--- src/rtl/register_file.sv ---
// register_file: DEPTH x WIDTH register bank with one byte-masked write port
// and two independent registered read ports. A read of the address being
// written in the same cycle returns the post-write value. When ZERO_REG=1,
// address 0 is hardwired to zero.
module register_file #(
  parameter  int WIDTH    = 8,
  parameter  int DEPTH    = 16,
  parameter  int ZERO_REG = 1,
  localparam int AW       = $clog2(DEPTH),
  localparam int LANES    = WIDTH / 8
) (
  input  logic             clk,
  input  logic             rst,
  input  logic             wen,
  input  logic [LANES-1:0] wmask,
  input  logic [AW-1:0]    waddr,
  input  logic [WIDTH-1:0] in,
  input  logic             ren_a,
  input  logic [AW-1:0]    raddr_a,
  output logic [WIDTH-1:0] out_a,
  input  logic             ren_b,
  input  logic [AW-1:0]    raddr_b,
  output logic [WIDTH-1:0] out_b
);

  logic [WIDTH-1:0] mem_reg [DEPTH];
  logic [WIDTH-1:0] merged_next;
  logic [WIDTH-1:0] read_a_next;
  logic [WIDTH-1:0] read_b_next;
  logic [WIDTH-1:0] out_a_reg;
  logic [WIDTH-1:0] out_b_reg;
  logic             waddr_zero;
  logic             write_ok;

  // Address 0 swallows writes only when it is the hardwired zero register.
  assign waddr_zero = (ZERO_REG != 0) && (waddr == '0);
  assign write_ok   = wen && !waddr_zero;

  // Post-write word at waddr: enabled lanes from in, others from storage.
  // The same word feeds both the storage update and the forwarding path,
  // so a forwarded read always matches a later read of that address.
  genvar gi;
  generate
    for (gi = 0; gi < LANES; gi++) begin : g_lane
      assign merged_next[8*gi +: 8] = wmask[gi] ? in[8*gi +: 8]
                                                : mem_reg[waddr][8*gi +: 8];
    end
  endgenerate

  // Storage update: reset clears every word, otherwise merge the write.
  always_ff @(posedge clk) begin
    if (rst) begin
      for (int i = 0; i < DEPTH; i++) begin
        mem_reg[i] <= '0;
      end
    end else if (write_ok) begin
      mem_reg[waddr] <= merged_next;
    end
  end

  // Port A read value: storage, forwarded write, then the zero override.
  always_comb begin
    read_a_next = mem_reg[raddr_a];
    if (wen && (raddr_a == waddr)) begin
      read_a_next = merged_next;
    end
    if ((ZERO_REG != 0) && (raddr_a == '0)) begin
      read_a_next = '0;
    end
  end

  // Port B read value: same priority as port A.
  always_comb begin
    read_b_next = mem_reg[raddr_b];
    if (wen && (raddr_b == waddr)) begin
      read_b_next = merged_next;
    end
    if ((ZERO_REG != 0) && (raddr_b == '0)) begin
      read_b_next = '0;
    end
  end

  // Output registers: cleared by reset, loaded on enable, otherwise held.
  always_ff @(posedge clk) begin
    if (rst) begin
      out_a_reg <= '0;
      out_b_reg <= '0;
    end else begin
      if (ren_a) begin
        out_a_reg <= read_a_next;
      end
      if (ren_b) begin
        out_b_reg <= read_b_next;
      end
    end
  end

  assign out_a = out_a_reg;
  assign out_b = out_b_reg;

endmodule

--- config.mk ---
export PLATFORM = sky130hd
export DESIGN_NAME = register_file
export DESIGN_NICKNAME = d
export VERILOG_FILES = /design/src/rtl/register_file.sv
export SDC_FILE = /design/constraint.sdc
export NUM_CORES = 1
export LEC_CHECK = 0
export CAP_MARGIN = 10
export CORE_UTILIZATION = 30
export DETAILED_ROUTE_END_ITERATION = 10
export GPL_TIMING_DRIVEN = 0
export PLACE_DENSITY = 0.5
export RECOVER_POWER = 25
export SLEW_MARGIN = 25
export SYNTH_ARGS = -nofsm -noshare
export SYNTH_HDL_FRONTEND = slang
export SYNTH_SLANG_ARGS = --single-unit
--- constraint.sdc ---
create_clock -name clk -period 5.25 [get_ports clk]
set_input_delay 0.525 -clock clk [delete_from_list [all_inputs] [get_ports clk]]
set_output_delay 0.525 -clock clk [all_outputs]
set_load 0.02 [all_outputs]
==> implementation parameters <==
Parameter                              Value

CTS
  Root buffer selected by CTS    sky130_fd_sc_hd__clkbuf_16
  Clock slew at reported path FFs    roughly 70 ps
  Level count of the clock H-tree    4
  Post-CTS setup repair buffer count    0
  Cts repair resizes    0
  Source-to-sink clock delay at the later pin of the worst-skew pair    about 450 ps
  Number of hold buffers added after cts    0
  TritonCTS clock tree    yes
  Sink Count    around 140
  Total clock buffers created by CTS    17
  Clock Tree Buf Depth    2

STA
  Endpoints failing hold    0
  Final-report setup violation count    0
  Clock skew    between 15 and 20 ps
  Worst slew pin tran    roughly 1100 ps
  Total negative slack    0 ps
  Max frequency    232 MHz
  Crit share post-route    between 80 and 90%
  Post-route minimum period    about 4300 ps
  Relative slew slack    between 20 and 30%
  Max-slew violation count    0
  Setup repair after global routing missed its margin    no

Pwr
  Power spent charging and discharging nets    0.000937 W
  Share of power burned in the clock network    between 30 and 40%
  Worst-case vdd ir drop    around 0.23 mV
  Combinational Power Share    15.8%
  Internal power    0.00212 W
  LEAKAGE    3.62 nW
  Total power divided by cell area    between 200 and 300 mW/mm2
  Sequential power share    ~45%
  Switching Fraction    30.7%
  Pwr Total    approximately 0.0031 W

Detailed routing
  First drt pass iteration count    5
  Number of antenna-violating nets in the routed design    0
  Wirelength, routed    34,400 um
  Count of vias placed by the detailed router    6,848
  Routed wire length per instance    approximately 28 um
  Detailed Route Iter0 Violations    approximately 640
  Detailed-route vias per instance    roughly 5.7
  Final routed DRC violation total    0

Floorplanning
  Y dimension of the die    roughly 170 um
  Core region area    between 0.02 and 0.03 mm2
  Initial Utilization    between 30% and 40%
  Die X-Extent    roughly 170 um
  Overall die area    about 0.030 mm2
  Num ports    42
  Num rows    a little over 60

Critical path
  Critical path fanouts, max    10
  Kind of critical path    primary input to flip-flop
  Setup crit end kind    flip-flop
  Worst path arrival time    about 4500 ps
  Kind of launch point of the worst setup path    primary input
  Data required time at the worst endpoint    5430 ps

Yosys
  Top cells by instance count after synthesis    sky130_fd_sc_hd__edfxtp_1, sky130_fd_sc_hd__nor2_1, sky130_fd_sc_hd__mux2_2
  Synthesized netlist cell count    753
  Count of distinct cell types in the synthesized netlist    34
  Synthesized area divided by synthesized cell count    between 10 and 15 um2
  EDFF count, synth    ~130
  Dominant register cell in the synthesized netlist    sky130_fd_sc_hd__edfxtp_1
  Register area share after synthesis    between 40% and 50%
  Cell type with the largest total area after synthesis    sky130_fd_sc_hd__edfxtp_1
  Top cell type's share of synthesized area    between 40% and 50%
  Netlist area before placement    between 0.008 and 0.009 mm2
  Number of warning messages in the yosys log    0
  Share of async-settable or async-resettable flops after synthesis    0%
  Leading post-synthesis cells by cell area    sky130_fd_sc_hd__edfxtp_1, sky130_fd_sc_hd__mux4_2, sky130_fd_sc_hd__mux2_2
  Flip-flop and latch count after synthesis    144
  Most common cell in the netlist    sky130_fd_sc_hd__edfxtp_1

Layout
  Fraction of final layout cells with drive strength greater than 1    between 20 and 25%
  Largest register FFs    around 130
  Number of antenna cells inserted    0
  Layout Nets    between 800 and 900
  Layout overhead on the synthesized area    16.3%
  Post-Layout Cell Count    about 1,200

GRT
  Overflow after GRT    0
  Pin count of the biggest net entering global routing    17
  Tot GR Track Use    about 23%
  Vias in the first global route    6,685
  Initial antenna violation count    1
  Global-route wire length before repair    about 49,000 um

Placed design
  Port Buf Inserts    33
  RD Place Congestion    roughly 1.0
  Post-DP HPWL    approximately 26,000 um
  Dpl cells    between 1,000 and 1,500

Job
  Max-cap violations    0

Outcome
  Outcome    completed

Worst hold path
  Hold Crit Class    flip-flop to flip-flop
[critical path: stages]
cell and delay (ps):
sky130_fd_sc_hd__dlygate4sd3_1 720, sky130_fd_sc_hd__buf_6 230, sky130_fd_sc_hd__clkbuf_1 690, sky130_fd_sc_hd__clkbuf_1 610, sky130_fd_sc_hd__mux2i_1 250, sky130_fd_sc_hd__o22ai_1 150
sky130_fd_sc_hd__o41ai_4 860, sky130_fd_sc_hd__buf_4 370, sky130_fd_sc_hd__nor2_1 60
[metrics by stage]
step                util [%]  instance area [um2]  hold WS, ps  worst slack [ps]
floorplan                  -                 8830          565              2750
global placement        33.5                 9640          479              1230
detailed placement      33.6                 9660          482              1250
CTS                     35.5                10200          491              1700
global route            35.5                10200          499               797
finish                  35.5                10200          490               934
[placed cells by master, fill, tap and decap left out, types with 18 or more instances in the layout]
cell type,instances
sky130_fd_sc_hd__dlygate4sd3_1,18
sky130_fd_sc_hd__a22oi_1,50
sky130_fd_sc_hd__nand2_1,55
sky130_fd_sc_hd__clkbuf_1,21
sky130_fd_sc_hd__o22ai_1,24
sky130_fd_sc_hd__mux4_2,39
sky130_fd_sc_hd__mux2_2,72
sky130_fd_sc_hd__nor2_1,125
sky130_fd_sc_hd__nand2b_1,26
sky130_fd_sc_hd__mux2i_1,32
sky130_fd_sc_hd__edfxtp_1,128
[final timing paths]
| path | from | to | slack, ps | cells past startpoint |
|---|---|---|---|---|
| max | waddr[1] | mem_reg[10][7]$_SDFFCE_PN0P_ | 930 | 9 |
| min | out_b[3]$_SDFFE_PP0P_ | out_b[3]$_SDFFE_PP0P_ | 490 | 2 |
| max reg2reg | mem_reg[8][7]$_SDFFCE_PN0P_ | mem_reg[10][7]$_SDFFCE_PN0P_ | 2210 | 6 |
| min reg2reg | out_b[3]$_SDFFE_PP0P_ | out_b[3]$_SDFFE_PP0P_ | 490 | 2 |
[cell type report]
| type | instances | area [um2] |
|---|---|---|
| fill | 2815 | 18500 |
| clock inverter | 14 | 139 |
| buffer | 62 | 314 |
| clock buffer | 18 | 429 |
| sequential | 144 | 4160 |
| multi-input combinational | 554 | 4370 |
| tap | 384 | 480 |
| timing repair buffer | 33 | 330 |
[power by group through the flow]
| stage | logic, W | registers, W | clock network, W |
|---|---|---|---|
| floorplan | 0.000299 | 0.00136 | 0 |
| global placement | 0.000478 | 0.00138 | 0 |
| detailed placement | 0.000479 | 0.00138 | 0 |
| CTS | 0.000481 | 0.00136 | 0.00121 |
| global route | 0.000507 | 0.00137 | 0.00126 |
| finish | 0.000483 | 0.00136 | 0.00121 |
[cells by family after synthesis]
family,count (synthesis),synth area share [%]
simple gates,272,14.1
other cells,1,0.0426
xor+xnor,8,0.796
compound gates,122,11.0
flops,144,47.3
buf+inv,62,3.63
mux,144,23.1
[per-layer routing]
metal  share of wire, %  vias up  wire [um]  global-route usage, %
li1                   -     2985          -                      -
met1                 44     3494      15100                   31.8
met2                 45      304      15400                   35.5
met4                4.0        0       1380                   9.11
met3                7.0       65       2410                   5.20
met5                  0        -          0                      0
Power figures use the tool's default switching activity.
